**config.mk**
```make
export PLATFORM = sky130hd
export DESIGN_NAME = rld_read_dispatcher
export DESIGN_NICKNAME = d
export VERILOG_FILES = /design/src/rtl/rld_read_dispatcher_pkg.sv /design/src/rtl/rld_read_dispatcher_tag_fifo.sv /design/src/rtl/rld_read_dispatcher.sv
export SDC_FILE = /design/constraint.sdc
export NUM_CORES = 1
export LEC_CHECK = 0
export CORE_AREA = 2 2 212 214
export DETAILED_ROUTE_END_ITERATION = 6
export DIE_AREA = 0 0 214 216
export MAX_ROUTING_LAYER = met4
export SETUP_SLACK_MARGIN = 0.4
export SLEW_MARGIN = 20
export SYNTH_ARGS = -nofsm -noshare
export SYNTH_HDL_FRONTEND = slang
export SYNTH_HIERARCHICAL = 1
export SYNTH_SLANG_ARGS = --single-unit
```
**constraint.sdc**
```tcl
create_clock -name memclk -period 4.2 [get_ports memclk]
set_input_delay 0.42 -clock memclk [delete_from_list [all_inputs] [get_ports memclk]]
set_output_delay 0.42 -clock memclk [all_outputs]
set_load 0.05 [all_outputs]
```
**src/rtl/rld_read_dispatcher_pkg.sv**
```systemverilog
// ============================================================================
// Module   : rld_read_dispatcher_pkg
// Brief    : Shared state encodings for the RLDRAM read dispatcher.
// Revision : 1.0 - initial release
// ============================================================================
`default_nettype none

package rld_read_dispatcher_pkg;

    // Same encodings the write arbiter uses, so traces read the same on both sides.
    localparam int         c_STATE_W = 2;
    localparam logic [1:0] c_ST_IDLE = 2'd0;
    localparam logic [1:0] c_ST_REQ  = 2'd1;
    localparam logic [1:0] c_ST_GAP  = 2'd2;

endpackage

`default_nettype wire

```
**src/rtl/rld_read_dispatcher_tag_fifo.sv**
```systemverilog
// ============================================================================
// Module   : rld_read_dispatcher_tag_fifo
// Brief    : Synchronous FIFO of queue ids for requests awaiting read data.
// Revision : 1.0 - initial release
// ============================================================================
`default_nettype none

module rld_read_dispatcher_tag_fifo #(
    parameter int DEPTH = 8,
    parameter int WIDTH = 2
) (
    input  logic                     clk,
    input  logic                     rst,
    input  logic                     i_push,
    input  logic [WIDTH-1:0]         i_din,
    input  logic                     i_pop,
    output logic [WIDTH-1:0]         o_head,
    output logic                     o_full,
    output logic                     o_empty,
    output logic [$clog2(DEPTH):0]   o_count
);

    localparam int c_PTR_W = $clog2(DEPTH);

    logic [WIDTH-1:0]   r_mem [DEPTH];
    logic [c_PTR_W-1:0] r_wr_ptr;
    logic [c_PTR_W-1:0] r_rd_ptr;
    logic [c_PTR_W:0]   r_count;
    logic               w_push_ok;
    logic               w_pop_ok;

    assign o_full    = (r_count == (c_PTR_W+1)'(DEPTH));
    assign o_empty   = (r_count == '0);
    assign o_count   = r_count;
    assign o_head    = r_mem[r_rd_ptr];
    assign w_push_ok = i_push && !o_full;
    assign w_pop_ok  = i_pop && !o_empty;

    always_ff @(posedge clk) begin
        if (w_push_ok) begin
            r_mem[r_wr_ptr] <= i_din;
        end
    end

    // Pointers wrap naturally because DEPTH is a power of two.
    always_ff @(posedge clk) begin
        if (rst) begin
            r_wr_ptr <= '0;
            r_rd_ptr <= '0;
            r_count  <= '0;
        end else begin
            if (w_push_ok) begin
                r_wr_ptr <= r_wr_ptr + c_PTR_W'(1);
            end
            if (w_pop_ok) begin
                r_rd_ptr <= r_rd_ptr + c_PTR_W'(1);
            end
            case ({w_push_ok, w_pop_ok})
                2'b10:   r_count <= r_count + (c_PTR_W+1)'(1);
                2'b01:   r_count <= r_count - (c_PTR_W+1)'(1);
                default: r_count <= r_count;
            endcase
        end
    end

endmodule

`default_nettype wire

```
**src/rtl/rld_read_dispatcher.sv**
```systemverilog
// ============================================================================
// Module   : rld_read_dispatcher
// Brief    : Round-robin RLDRAM read request issue and return-data steering.
// Revision : 1.0 - initial release
// ============================================================================
`default_nettype none

module rld_read_dispatcher
    import rld_read_dispatcher_pkg::*;
#(
    parameter int TDATA_WIDTH     = 32,
    parameter int NUM_QUEUES      = 4,
    parameter int QUEUE_ID_WIDTH  = 2,
    parameter int BURST_LEN       = 4,
    parameter int MAX_OUTSTANDING = 8
) (
    input  logic                               memclk,
    input  logic                               reset,
    input  logic [NUM_QUEUES-1:0]              mem_queue_empty,
    input  logic [NUM_QUEUES-1:0]              out_almost_full,
    output logic                               rd_req,
    output logic [QUEUE_ID_WIDTH-1:0]          rd_req_queue_id,
    input  logic                               rd_req_ready,
    input  logic                               rd_data_valid,
    input  logic [8*TDATA_WIDTH+8:0]           rd_data,
    output logic [NUM_QUEUES-1:0]              out_wr_en,
    output logic [8*TDATA_WIDTH+8:0]           out_dout,
    output logic [$clog2(MAX_OUTSTANDING):0]   outstanding,
    output logic                               err_unexpected
);

    localparam int c_WORD_W = 8*TDATA_WIDTH + 9;
    localparam int c_BEAT_W = (BURST_LEN > 1) ? $clog2(BURST_LEN) : 1;

    logic [c_STATE_W-1:0]      r_state;
    logic                      r_rd_req;
    logic [QUEUE_ID_WIDTH-1:0] r_rd_req_queue_id;
    logic [QUEUE_ID_WIDTH-1:0] r_rr_ptr;
    logic [c_BEAT_W-1:0]       r_beat;
    logic [NUM_QUEUES-1:0]     r_out_wr_en;
    logic [c_WORD_W-1:0]       r_out_dout;
    logic                      r_err;

    logic [NUM_QUEUES-1:0]     w_eligible;
    logic                      w_pick_valid;
    logic [QUEUE_ID_WIDTH-1:0] w_pick_id;
    logic                      w_push;
    logic                      w_pop;
    logic                      w_data_ok;
    logic                      w_last_beat;
    logic [QUEUE_ID_WIDTH-1:0] w_head;
    logic                      w_fifo_full;
    logic                      w_fifo_empty;

    assign w_eligible  = ~mem_queue_empty & ~out_almost_full;
    assign w_push      = (r_state == c_ST_REQ) && rd_req_ready;
    assign w_data_ok   = rd_data_valid && !w_fifo_empty;
    assign w_last_beat = (r_beat == c_BEAT_W'(BURST_LEN-1));
    assign w_pop       = w_data_ok && w_last_beat;

    // First eligible queue strictly after the pointer, wrapping.
    always_comb begin : p_rr_select
        int v_idx;
        w_pick_valid = 1'b0;
        w_pick_id    = '0;
        v_idx        = 0;
        for (int i = 1; i <= NUM_QUEUES; i++) begin
            v_idx = (int'(r_rr_ptr) + i) % NUM_QUEUES;
            if (!w_pick_valid && w_eligible[v_idx[QUEUE_ID_WIDTH-1:0]]) begin
                w_pick_valid = 1'b1;
                w_pick_id    = v_idx[QUEUE_ID_WIDTH-1:0];
            end
        end
    end

    always_ff @(posedge memclk) begin
        if (reset) begin
            r_state           <= c_ST_IDLE;
            r_rd_req          <= 1'b0;
            r_rd_req_queue_id <= '0;
            r_rr_ptr          <= QUEUE_ID_WIDTH'(NUM_QUEUES-1);
        end else begin
            case (r_state)
                c_ST_IDLE: begin
                    if (!w_fifo_full && w_pick_valid) begin
                        r_rd_req_queue_id <= w_pick_id;
                        r_rd_req          <= 1'b1;
                        r_state           <= c_ST_REQ;
                    end
                end
                c_ST_REQ: begin
                    if (rd_req_ready) begin
                        r_rr_ptr <= r_rd_req_queue_id;
                        r_rd_req <= 1'b0;
                        r_state  <= c_ST_GAP;
                    end
                end
                // Lets mem_queue_empty catch up with the burst just claimed.
                c_ST_GAP: r_state <= c_ST_IDLE;
                default:  r_state <= c_ST_IDLE;
            endcase
        end
    end

    always_ff @(posedge memclk) begin
        if (reset) begin
            r_out_wr_en <= '0;
            r_out_dout  <= '0;
            r_beat      <= '0;
            r_err       <= 1'b0;
        end else begin
            r_out_wr_en <= '0;
            if (w_data_ok) begin
                r_out_wr_en <= NUM_QUEUES'(1) << w_head;
                r_out_dout  <= rd_data;
                r_beat      <= w_last_beat ? '0 : r_beat + c_BEAT_W'(1);
            end
            if (rd_data_valid && w_fifo_empty) begin
                r_err <= 1'b1;
            end
        end
    end

    rld_read_dispatcher_tag_fifo #(
        .DEPTH (MAX_OUTSTANDING),
        .WIDTH (QUEUE_ID_WIDTH)
    ) u_tag_fifo (
        .clk     (memclk),
        .rst     (reset),
        .i_push  (w_push),
        .i_din   (r_rd_req_queue_id),
        .i_pop   (w_pop),
        .o_head  (w_head),
        .o_full  (w_fifo_full),
        .o_empty (w_fifo_empty),
        .o_count (outstanding)
    );

    assign rd_req          = r_rd_req;
    assign rd_req_queue_id = r_rd_req_queue_id;
    assign out_wr_en       = r_out_wr_en;
    assign out_dout        = r_out_dout;
    assign err_unexpected  = r_err;

endmodule

`default_nettype wire

```
---- Word-level counts from Yosys, hierarchy flattened ----
Memories as Yosys holds them, arrays and structs flattened. A register that Yosys moved wholly into a read port is not among the register bits.
Cells that the tools add are included.
storage, ports and cells
  register bits after elaboration ......... 289
  bits in writable memories ............... 16
  input bits .............................. 277
  output and inout port bits .............. 277
  word-level logic and storage cells ...... 89
  memories kept ........................... 1
operators by class
  add/subtract/negate cells ............... 9
  $lt $le $gt $ge ......................... 4
  equality and inequality tests ........... 7
  shift-type cells ........................ 1
  muxes and demuxes ....................... 28
  bitwise gates (word level) .............. 4
  reductions and logical operators ........ 24
memory list
  memory            words  bits a word  read ports  clocked after Yosys merged registers in  wr ports  line                                source
  u_tag_fifo.r_mem  8      2            1           1                                        1         rld_read_dispatcher_tag_fifo.sv:25  logic [WIDTH-1:0] r_mem [DEPTH];
operators by type and width
  operator                                                                      count
  2-bit 2-to-1 mux                                                              7
  2-bit by 3-bit less-than comparator with 1-bit output, second input constant  4
  1-bit 2-to-1 mux                                                              12
  1-bit logical AND                                                             10
  1-bit binary-select mux with 2-bit select                                     4
  4-bit NOT                                                                     2
  4-bit one-hot mux with 2 select lines                                         1
  2-bit by 1-bit adder with 2-bit output, second input constant                 3
  3-bit by 1-bit adder with 3-bit output, second input constant                 2
  3-bit 2-to-1 mux                                                              2
  2-bit AND reduction                                                           3
  1-bit logical NOT                                                             5
  2-bit adder, second input constant                                            2
  4-bit by 1-bit adder with 4-bit output, second input constant                 1
  4-bit AND                                                                     1
  2-bit by 1-bit equality test with 1-bit output, second input constant         2
  2-bit equality test, second input constant                                    2
  4-bit equality test, second input constant                                    1
  4-bit logical NOT                                                             1
  2-bit inequality test, second input constant                                  2
  2-bit one-hot mux with 2 select lines                                         1
  2-bit nonzero test                                                            2
  1-bit by 2-bit << shifter with 4-bit output, first input constant             1
  4-bit by 1-bit subtractor with 4-bit output, second input constant            1
  other kinds (5)                                                               5

---- Logic depth before layout (Yosys ltp) ----
Gate-level depths: netlist (run 1).
  depth after elaboration ................. 17
  mapped depth ............................ 15
  gate-level depth less buffers ........... 11

---- By module ----
The synthesis (run 1) kept the hierarchy.
by module, submodules not included
  module                        times used  cells each  area an instance (um^2)  sequential area each (um^2)
  rld_read_dispatcher           1           1223        9764.4                   5585.4
  rld_read_dispatcher_tag_fifo  1           96          1263.7                   740.7

---- Worst setup path before layout (run 1) ----
Ideal clock, no wire load.
  path type ............................... register -> register
  from .................................... register u_tag_fifo.r_count[1], in the netlist u_tag_fifo/o_count[1]
  to ...................................... register u_tag_fifo.r_count[3], in the netlist u_tag_fifo/o_count[3]
  data arrival time ....................... 2998 ps
  data required time ...................... 4079 ps
  slack ................................... 1081 ps
  stages on the path, launching flop included .. 13
  clock period less this slack ............ 3119 ps
  cells stage by stage .................... dfxtp_1 buf_6 nor4_1 nor2b_1 buf_4 buf_4 buf_4 and2_1 o41a_1 ha_1 or3_1 o32ai_1 mux2_2
between the ends
  longest elaborated chain between the ends .. 7
  elaborated cells between the ends (all ways) .. 14
  classes of those cells .................. add/sub (2); eq/ne (3); mux (1); reduce/logical (8)
RTL lines
  element                                                                                       line                                source
  from (decl)                                                                                   rld_read_dispatcher_tag_fifo.sv:28  logic [c_PTR_W:0] r_count;
  from (signal assigned)                                                                        rld_read_dispatcher_tag_fifo.sv:59  2'b10: r_count <= r_count + (c_PTR_W+1)'(1);
  from (signal assigned)                                                                        rld_read_dispatcher_tag_fifo.sv:60  2'b01: r_count <= r_count - (c_PTR_W+1)'(1);
  from (signal assigned)                                                                        rld_read_dispatcher_tag_fifo.sv:61  default: r_count <= r_count;
  4-bit logical NOT *                                                                           rld_read_dispatcher_tag_fifo.sv:33  assign o_empty = (r_count == '0);
  via w_fifo_empty                                                                              rld_read_dispatcher.sv:53           logic w_fifo_empty;
  1-bit logical NOT *                                                                           rld_read_dispatcher.sv:57           assign w_data_ok = rd_data_valid && !w_fifo_empty;
  1-bit logical AND *                                                                           rld_read_dispatcher.sv:57
  1-bit logical AND *                                                                           rld_read_dispatcher.sv:59           assign w_pop = w_data_ok && w_last_beat;
  via w_pop                                                                                     rld_read_dispatcher.sv:48           logic w_pop;
  1-bit logical AND *                                                                           rld_read_dispatcher_tag_fifo.sv:37  assign w_pop_ok = i_pop && !o_empty;
  via u_tag_fifo.w_pop_ok                                                                       rld_read_dispatcher_tag_fifo.sv:30  logic w_pop_ok;
  2-bit by 1-bit equality test with 1-bit output / 2-bit equality test (equally long branches)  rld_read_dispatcher_tag_fifo.sv:58  case ({w_push_ok, w_pop_ok})
  4-bit one-hot mux with 2 select lines / 2-bit nonzero test (equally long branches)            n/a
The timed path passes the listed nets; every way through them passes the cells marked *.
A chain may end at the register's enable or synchronous reset.

---- Worst setup path after layout (run 1) ----
  from .................................... register u_tag_fifo.r_count[2], in the netlist u_tag_fifo/o_count[2]
  to ...................................... register u_tag_fifo.r_count[2], in the netlist u_tag_fifo/o_count[2]
The elaborated chain is that of the path after synthesis.

==> metrics.md, run 1 <==
| Metric | Value |
|---|---|
| H-tree depth | 2 |
| Clk buf depth | 3 |
| Crit. End Element | register |
| Synth Net Count | 1602 |
| Synthesis Warnings | 6 |
| Seq/Total Area, Yosys | 0.574 |
| Syn avg cell area | 8.36 um2 |
| FFs w/ async S/R, synth | 0 |
| Count leader, synth | nand2_1 |
| Part of the power in combinational logic | 0.156 |
| Die Area | 46200 um2 |
| Post-synth EDFFs | 16 |
| Int Power | 5.44 mW |
| Final Hold Fails | 0 |
| CTS tree | yes |
| Buf/Inv on CP | 0 |
| CP Launch Type | register |
| Total GRT Usage | 0.165 |
| Clock power frac | 0.423 |
| # setup viols final | 0 |
| Cell Area, Synth | 11000 um2 |
| Cell row count | 77 |
| First-pass GRT wire length | 59000 um |
| Critical Path, Cell by Cell | nor4_1 > nor2b_4 > and2_1 > o41a_1 > ha_1 > xor2_1 > ha_1 > a21oi_1 > xor2_1 > or3_1 > a21oi_1 |
| Fin. max-slew vios | 0 |
| Min cycle time layout | 2.98 ns |
| Area grow syn2layout | 64.6% |
| Post-CTS setup buffer count | 0 |
| Post-synth top cells | nand2_1, dfxtp_1, a21oi_1 |
| Tcrit/Tclk final | 0.710 |
| Clock-pin slew on the worst setup and hold paths | 0.06 ns |
| Worst Skew | 0.0170 ns |
| Hold Slack | 0.420 ns |
| Total Wirelength | 38500 um |
| Maxcap violations | 0 |
| CP top delay family | simple AND/OR/NAND/NOR gates |
| R2R cell count | 11 |
| TritonCTS Sinks | 308 |
| Worst EP arrival | 3.45 ns |
| Largest net degree at the start of global routing | 150 |
| Crit path largest cell delay | 0.67 ns |
| Worst-Skew Late Latency | 0.54 ns |
| TritonCTS Buffers | 36 |
| Lkg Pwr | 6.14 nW |
| Die X | 214 um |
| Critical path depth | 11 |
| Core Footprint | 43800 um2 |
| Via count | 10663 |
| HP Class | primary input to register |
| Net Sw Frac | 0.267 |
| Starting Density | 0.252 |
| Post-Place Cell Area | 16900 um2 |
| Crit path max fanout | 9 |
| Synth Instances | 1319 |
| Total gr overflow | 0 |
| Worst path required time | 4.67 ns |
| Switching power | 1.98 mW |
| Post-DR wirelength/cell | 15.8 um |
| Multi-input logic area | 4220 um2 |
| Post-route ant nets | 0 |
| Port Buffers | 553 |
| F_max | 0.335 GHz |
| Crit-path slowest cell | nor4_1 |
| Detailed Place HPWL | 27000 um |
| Kind of critical path | register to register |
| Sequential share of power | 0.421 |
| Worst hold path depth | 3 |
| Top post-synthesis cells by area | dfxtp_1, nand2_1, a21oi_1 |
| Hold path start | rd_data[261] |
| Initial antenna violation count | 5 |
| Unrepaired setup endpoints after global routing | no |
| Final setup margin | 1.22 ns |
| DRC | 0 |
| Clock Tree Root | clkbuf_16 |
| Outcome | finished clean |
| Yosys top cell area share | 0.530 |
| Synthesized flop and latch total | 308 |
| Post-synth top area cell | dfxtp_1 |
| Worst vdd ir | 0.254 mV |
| Routed vias/inst | 4.36 |
| Die height | 216 um |
| Gpl congestion | 0.842 |
| Slew HR | 0.331 |
| Worst r2r src | u_tag_fifo/o_count[2] |
| Setup WS pre-CTS | 1.18 ns |
| Number of global-route vias before repair | 10575 |
| Power Density | 409 nW/um2 |
| Slew @ Worst Pin | 1.00 ns |
| Sequential Area | 6330 um2 |
| R2R setup slack | 1.22 ns |
| # IOs | 554 |
| CTS resizes | 0 |
| Setup tns final | 0 ns |
| Post-cts hold buffer count | 0 |
| Critical Path Source | u_tag_fifo/o_count[2] |
| Netlist cell types | 48 |
| Layout cells sized above 1 | 0.0487 |
| Nets@finish | 2108 |
| FILL cells | 4342 |
| Post-route cell area | 18200 um2 |
| Pre-Repair DR Iteration Count | 4 |
| Most used flip-flop cell after synthesis | dfxtp_1 |
| Initial DRC Count | 432 |
layout make-up:
class                   instances  share of cell area
flip-flops and latches        308               0.348
repair buffers                562               0.312
multi-input cells             914               0.232
clock buffers                  56              0.0622
well taps                     592              0.0408
clock inverters                 4             0.00289
diodes                          5            0.000689
inverters                       3            0.000620
per-layer routing:
| layer | vias to the layer above | track usage | routed length (um) |
|---|---|---|---|
| li1 | 5308 | - | - |
| met1 | 4900 | 0.190 | 16200 |
| met2 | 394 | 0.266 | 18100 |
| met3 | 61 | 0.0516 | 3060 |
| met4 | 0 | 0.0655 | 1170 |
| met5 | - | - | 0 |
flip-flops by register name (all words and copies together), names as in the netlist, named ones only:
| signal | count |
|---|---|
| u_tag_fifo/r_wr_ptr | 3 |
| rd_req | 1 |
| err_unexpected | 1 |
| out_wr_en | 4 |
| r_rr_ptr | 2 |
| r_state | 2 |
| r_beat | 2 |
| u_tag_fifo/r_rd_ptr | 3 |
| u_tag_fifo/r_mem | 16 |
| u_tag_fifo/o_count | 4 |
| out_dout | 265 |
| rd_req_queue_id | 2 |
power groups by stage:
stage | combinational [mW] | clock [mW] | sequential (mW)
finish | 1.16 | 3.14 | 3.12
floorplan | 0.288 | 0 | 3.52
detailed placement | 1.16 | 0 | 3.19
CTS | 1.17 | 3.27 | 3.12
global route | 1.23 | 3.38 | 3.14
global placement | 1.16 | 0 | 3.18
final timing paths:
path                                end
setup / recovery  u_tag_fifo/o_count[2]
hold / removal            out_dout[261]
setup reg to reg  u_tag_fifo/o_count[2]
hold reg to reg           out_dout[193]
worst reg2reg max path, stage by stage, from the launching register on:
cell	delay (ns)
dfxtp_1	0.38
nor4_1	0.67
nor2b_4	0.10
and2_1	0.19
o41a_1	0.19
ha_1	0.30
xor2_1	0.17
ha_1	0.19
a21oi_1	0.16
xor2_1	0.10
or3_1	0.32
a21oi_1	0.14
logic make-up (layout without fill, tap and decap cells):
| kind of cell | count (synthesis) | in the layout | share of synthesized area |
|---|---|---|---|
| multiplexers | 10 | 10 | 0.0140 |
| AND/OR/NAND/NOR | 594 | 594 | 0.212 |
| buffers and inverters | 97 | 625 | 0.0455 |
| adder cells (fa/ha/maj) | 6 | 6 | 0.00681 |
| other | 0 | 5 | 0 |
| flip-flops | 308 | 308 | 0.574 |
| XOR/XNOR | 6 | 6 | 0.00477 |
| AO/OA/AOI/OAI | 298 | 298 | 0.144 |
stage by stage:
stage | utilization | std cells | power (mW)
2_1_floorplan | - | 1319 | 3.81
3_3_place_gp | 0.386 | 2378 | 4.34
3_5_place_dp | 0.386 | 2378 | 4.35
4_1_cts | 0.413 | 2438 | 7.56
5_1_grt | 0.414 | 2444 | 7.75
6_report | 0.414 | 2444 | 7.43
cell usage in the layout, fill, tap and decap left out, types with 8 or more instances in the layout:
master             n
edfxtp_1          16
a21oi_1          266
a21oi_2           12
dfxtp_1          292
clkbuf_16         39
nor2_1            20
clkdlybuf4s50_1  552
clkbuf_8           9
clkbuf_1           8
nand2_1          539
No activity file was read; power rests on OpenSTA's default activity.
==> run 2: changes to the inputs <==
--- a/config.mk
+++ b/config.mk
@@ -5,9 +5,9 @@
 export SDC_FILE = /design/constraint.sdc
 export NUM_CORES = 1
 export LEC_CHECK = 0
-export CORE_AREA = 2 2 212 214
+export CORE_AREA = 2 2 214 216
 export DETAILED_ROUTE_END_ITERATION = 6
-export DIE_AREA = 0 0 214 216
+export DIE_AREA = 0 0 216 218
 export MAX_ROUTING_LAYER = met4
 export SETUP_SLACK_MARGIN = 0.4
 export SLEW_MARGIN = 20
==> constraint.sdc (replaced) <==
create_clock -name memclk -period 2.84 [get_ports memclk]
set_input_delay 0.284 -clock memclk [delete_from_list [all_inputs] [get_ports memclk]]
set_output_delay 0.284 -clock memclk [all_outputs]
set_load 0.05 [all_outputs]
==> run 2 against run 1 <==
Effect of this change:
- non-clock buffer count is 19 higher
- power is 48% higher
- worst setup slack worse by 0.81 ns
- sequential share of layout area is 0.45 points lower
- die area is 1.9% higher
- via count is 1.0% higher
- clock skew is 0.0063 ns lower
- global-route usage is 0.78 points lower
- wire length is 0.13% lower
- critical path depth stayed put
- flip-flop and latch count stayed put
- clock power is 47% higher
- largest power group is now sequential cells
==> metrics.md, run 2 (synthesized netlist as in run 1, its figures left out) <==
| Metric | Value |
|---|---|
| TritonCTS Sinks | 308 |
| Cell Count, Final, Fillers Out | 2469 |
| H-tree depth | 2 |
| CTS tree | yes |
| HP Class | primary input to register |
| FILL cells | 4544 |
| Kind of critical path | register to register |
| Switching power | 2.88 mW |
| Worst Skew | 0.0107 ns |
| Detailed Place HPWL | 26900 um |
| Post-route cell area | 18400 um2 |
| Initial DRC Count | 536 |
| Largest net degree at the start of global routing | 162 |
| Slew HR | 0.485 |
| Layout cells sized above 1 | 0.0675 |
| Critical Path Source | u_tag_fifo/o_count[1] |
| Worst setup path end | u_tag_fifo/o_count[2] |
| Post-DR wirelength/cell | 15.6 um |
| Slew @ Worst Pin | 0.772 ns |
| Clk buf depth | 3 |
| Via count | 10773 |
| R2R cell count | 11 |
| Fin. max-slew vios | 0 |
| Lkg Pwr | 6.26 nW |
| Die Area | 47100 um2 |
| Post-Place Cell Area | 17100 um2 |
| Final Hold Fails | 0 |
| Pre-Repair DR Iteration Count | 5 |
| Commonest non-fill, non-tap cell in the layout | clkdlybuf4s50_1 |
| Die X | 216 um |
| Initial antenna violation count | 2 |
| Port Buffers | 553 |
| Gpl congestion | 0.817 |
| # IOs | 554 |
| Max reg flops | 265 |
| Setup tns final | 0 ns |
| Number of global-route vias before repair | 10434 |
| Crit path max fanout | 6 |
| Clock-pin slew on the worst setup and hold paths | 0.06 ns |
| Total gr overflow | 0 |
| Unrepaired setup endpoints after global routing | yes |
| First-pass GRT wire length | 57200 um |
| Commonest non-fill, non-tap cells in the layout | clkdlybuf4s50_1, nand2_1, dfxtp_1 |
| TritonCTS Buffers | 36 |
| Clock power frac | 0.421 |
| CP Launch Type | register |
| Hold path start | reset |
| Worst r2r dst | u_tag_fifo/o_count[2] |
| Net Sw Frac | 0.263 |
| Total Wirelength | 38500 um |
| Placed cell count | 2399 |
| Int Power | 8.10 mW |
| Nets@finish | 2127 |
| Power Density | 596 nW/um2 |
| Worst path required time | 3.28 ns |
| Worst r2r src | u_tag_fifo/o_count[1] |
| Die height | 218 um |
| Outcome | finished clean |
| DRC | 0 |
| Starting Density | 0.246 |
| Area grow syn2layout | 67.1% |
| Worst-Skew Late Latency | 0.52 ns |
| Final setup margin | 0.408 ns |
| Core Footprint | 44900 um2 |
| # setup viols final | 0 |
| Total Power | 11.0 mW |
| Worst vdd ir | 0.367 mV |
| Routed vias/inst | 4.36 |
| Part of the power in combinational logic | 0.159 |
| Crit. End Element | register |
| Clock Tree Root | clkbuf_16 |
| Min cycle time layout | 2.43 ns |
| F_max | 0.411 GHz |
| Post-route ant nets | 0 |
| R2R setup slack | 0.41 ns |
| Total GRT Usage | 0.157 |
| Setup WS pre-CTS | 0.210 ns |
| Tcrit/Tclk final | 0.856 |
| Cell row count | 78 |
| Worst EP arrival | 2.88 ns |
| Maxcap violations | 0 |
| Sequential share of power | 0.420 |
-- run 2: cell types whose count changed in the layout (fill, tap and decap cells not counted), moves of 3 or more --
cell,before,now
buf_12,3,6
buf_4,5,21
clkinv_2,1,4
dfxtp_1,292,288
dfxtp_4,0,4
diode_2,5,2
ha_1,6,3
-- run 2: critical path, cell delays in order, from the launching register on --
cell	delay [ns]
dfxtp_4	0.37
nor4_4	0.35
nor2b_4	0.08
and2_1	0.16
o41a_1	0.16
ha_4	0.21
xor2_2	0.15
ha_2	0.21
a21oi_2	0.04
xor2_1	0.15
or3_1	0.34
a21oi_2	0.14
-- run 2: worst min path at each step --
stage,to,cells after the start
global placement,out_dout[15],2
detailed placement,out_dout[184],2
global route,r_beat[0],2
CTS,r_beat[0],2
finish,err_unexpected,2
floorplan,out_dout[100],2
-- run 2: cell type report --
| type | count | area, um2 | share of cell area |
|---|---|---|---|
| repair buffers | 581 | 5830 | 0.316 |
| inverters | 3 | 11.3 | 0.000611 |
| multi-input cells | 914 | 4300 | 0.233 |
| well taps | 600 | 751 | 0.0407 |
| flip-flops and latches | 308 | 6340 | 0.344 |
| clock inverters | 8 | 95.1 | 0.00516 |
| diodes | 2 | 5.00 | 0.000272 |
| clock buffers | 53 | 1100 | 0.0595 |
-- run 2: power by group through the flow --
stage	clock (mW)	sequential [mW]	combinational, mW
after floorplan	0	5.21	0.430
after global placement	0	4.70	1.74
after detailed placement	0	4.71	1.75
after CTS	4.82	4.62	1.76
after global routing	4.99	4.63	1.86
final	4.62	4.62	1.75
-- run 2: per-stage QoR --
step	util	hold slack, ns
detailed placement	0.381	0.446
CTS	0.409	0.170
global route	0.411	0.203
finish	0.411	0.194
global placement	0.381	0.441
floorplan	-	0.420
-- run 2: routing by layer --
metal / share of wire / vias to the layer above / GRT usage
met4: 0.025 / 0 / 0.0566
met5: 0 / - / -
li1: - / 5343 / -
met1: 0.41 / 4960 / 0.178
met2: 0.48 / 404 / 0.259
met3: 0.085 / 66 / 0.0506
-- run 2: what timing repair did --
item | CTS | global route
hold buffers | 0 | 0
gates resized for setup | 3 | 7
setup buffers | 1 | 6
endpoints found under the setup margin | 1 | 2
pin swaps | 1 | 6
==> run 3: changes to the inputs <==
==> constraint.sdc (replaced) <==
create_clock -name memclk -period 2.5 [get_ports memclk]
set_input_delay 0.25 -clock memclk [delete_from_list [all_inputs] [get_ports memclk]]
set_output_delay 0.25 -clock memclk [all_outputs]
set_load 0.05 [all_outputs]
==> run 3 against run 2 <==
Effect of this change:
- clock skew rose by 0.0024 ns
- core utilization up 0.38 points
- fmax up 2.5%
- die area is the same
- flip-flop and latch count unchanged
- worst setup slack lost 0.28 ns
- global-route usage increased by 0.40 points
- non-clock buffer count grew 11
- clock power up 15%
- critical endpoint is now u_tag_fifo/o_count[3]
- largest power group is now the clock network
==> metrics.md, run 3 (synthesized netlist as in run 1, its figures left out) <==
| Metric | Value |
|---|---|
| Final Hold Fails | 0 |
| Core Footprint | 44900 um2 |
| Nets@finish | 2139 |
| Tcrit/Tclk final | 0.949 |
| Commonest non-fill, non-tap cells in the layout | clkdlybuf4s50_1, nand2_1, dfxtp_1 |
| R2R setup slack | 0.13 ns |
| TritonCTS Buffers | 37 |
| Crit. End Element | register |
| Kind of critical path | register to register |
| Starting Density | 0.246 |
| Worst r2r dst | u_tag_fifo/o_count[3] |
| H-tree depth | 2 |
| Die X | 216 um |
| Post-route ant nets | 0 |
| Critical Path, Cell by Cell | nor4_4 > nor2b_4 > and2_1 > o41a_1 > buf_6 > ha_4 > or3_1 > o32ai_2 > mux2_4 |
| F_max | 0.422 GHz |
| Worst path required time | 2.92 ns |
| Post-cts hold buffer count | 0 |
| Routed vias/inst | 4.36 |
| Worst-Skew Late Latency | 0.53 ns |
| TritonCTS Sinks | 308 |
| Crit-path slowest cell | dfxtp_4 |
| Worst Skew | 0.0131 ns |
| Post-DR wirelength/cell | 15.8 um |
| Commonest non-fill, non-tap cell in the layout | clkdlybuf4s50_1 |
| Port Buffers | 553 |
| Hold endpoint | out_dout[223] |
| Hold path start | reset |
| Die Area | 47100 um2 |
| Hold Slack | 0.200 ns |
| Buf/Inv on CP | 1 |
| Critical path depth | 9 |
| Total Wirelength | 39200 um |
| Die height | 218 um |
| Power Density | 675 nW/um2 |
| Detailed Place HPWL | 27300 um |
| Slew @ Worst Pin | 0.733 ns |
| Crit path max fanout | 5 |
| Initial DRC Count | 535 |
| Worst hold path depth | 2 |
| Crit path largest cell delay | 0.36 ns |
| Gpl congestion | 0.845 |
| Clock-pin slew on the worst setup and hold paths | 0.05 ns |
| Worst EP arrival | 2.79 ns |
| Number of global-route vias before repair | 10591 |
| Worst vdd ir | 0.515 mV |
| R2R cell count | 9 |
| Pre-Repair DR Iteration Count | 5 |
| Layout cells sized above 1 | 0.0712 |
| Final setup margin | 0.128 ns |
| CP Launch Type | register |
| # setup viols final | 0 |
| Via count | 10837 |
| Min cycle time layout | 2.37 ns |
| Max reg flops | 265 |
| CP top delay family | simple AND/OR/NAND/NOR gates |
| Slew HR | 0.512 |
| Largest net degree at the start of global routing | 120 |
| # IOs | 554 |
| HP Class | primary input to register |
| Lkg Pwr | 6.36 nW |
| FILL cells | 4506 |
| DRC | 0 |
| Cell row count | 78 |
| Setup WS pre-CTS | -0.0364 ns |
| Clock Tree Root | clkbuf_16 |
| Area grow syn2layout | 68.7% |
| Total gr overflow | 0 |
| First-pass GRT wire length | 58400 um |
| Unrepaired setup endpoints after global routing | yes |
| Initial antenna violation count | 2 |
| CTS tree | yes |
| Worst r2r src | u_tag_fifo/o_count[2] |
| Outcome | finished clean |
| Total GRT Usage | 0.161 |
| Fin. max-slew vios | 0 |
| Clk buf depth | 3 |
| Maxcap violations | 0 |
-- run 3: worst register-to-register path: stages, from the launching register on --
cell     delay (ns)
dfxtp_4        0.36
nor4_4         0.34
nor2b_4        0.07
and2_1         0.15
o41a_1         0.16
buf_6          0.16
ha_4           0.23
or3_1          0.32
o32ai_2        0.15
mux2_4         0.33
-- run 3: routing by layer --
metal,routed length [um],vias to the layer above,track usage
li1,-,5382,-
met1,15700,5004,0.180
met2,19300,394,0.273
met3,3370,57,0.0508
met4,805,0,0.0509
met5,0,-,-
-- run 3: power breakdown --
group          internal (mW)  total, mW  switching, mW
Clock                   3.21       5.30           2.09
Sequential              5.14       5.25          0.111
Combinational          0.859       2.02           1.16
Total                   9.21       12.6           3.36
-- run 3: how the worst max path moves through the flow --
stage                                startpoint                    end  slack [ns]
after CTS                 u_tag_fifo/o_count[1]  u_tag_fifo/o_count[2]        0.16
final                     u_tag_fifo/o_count[2]  u_tag_fifo/o_count[3]        0.13
after detailed placement          rd_data_valid  u_tag_fifo/o_count[3]       -0.04
after floorplan           u_tag_fifo/o_count[1]  u_tag_fifo/o_count[2]       -0.26
after global routing      u_tag_fifo/o_count[2]  u_tag_fifo/o_count[2]       0.003
after global placement            rd_data_valid  u_tag_fifo/o_count[3]        0.02
-- run 3: repair_timing --
action / in CTS / in global routing
resized for setup: 8 / 12
gates cloned: 0 / 1
setup buffers: 5 / 4
pin swaps: 6 / 5
endpoints found under the setup margin: 6 / 9
-- run 3: layout make-up --
class | instances | area, um2 | area share
Timing Repair Buffer | 592 | 6000 | 0.322
Sequential cell | 308 | 6340 | 0.341
Clock buffer | 54 | 1080 | 0.0582
Multi-Input combinational cell | 914 | 4300 | 0.231
Tap cell | 600 | 751 | 0.0403
Inverter | 3 | 11.3 | 0.000605
Clock inverter | 12 | 121 | 0.00652
Antenna cell | 2 | 5.00 | 0.000269
-- run 3: through the flow --
step,power (mW),instance area [um2],util,cells,setup TNS [ns]
floorplan,6.40,11100,-,1319,-0.472
global placement,7.34,17200,0.384,2407,0
detailed placement,7.36,17200,0.384,2407,-0.0364
CTS,12.8,18500,0.412,2478,0
global route,13.2,18600,0.414,2485,0
finish,12.6,18600,0.414,2485,0
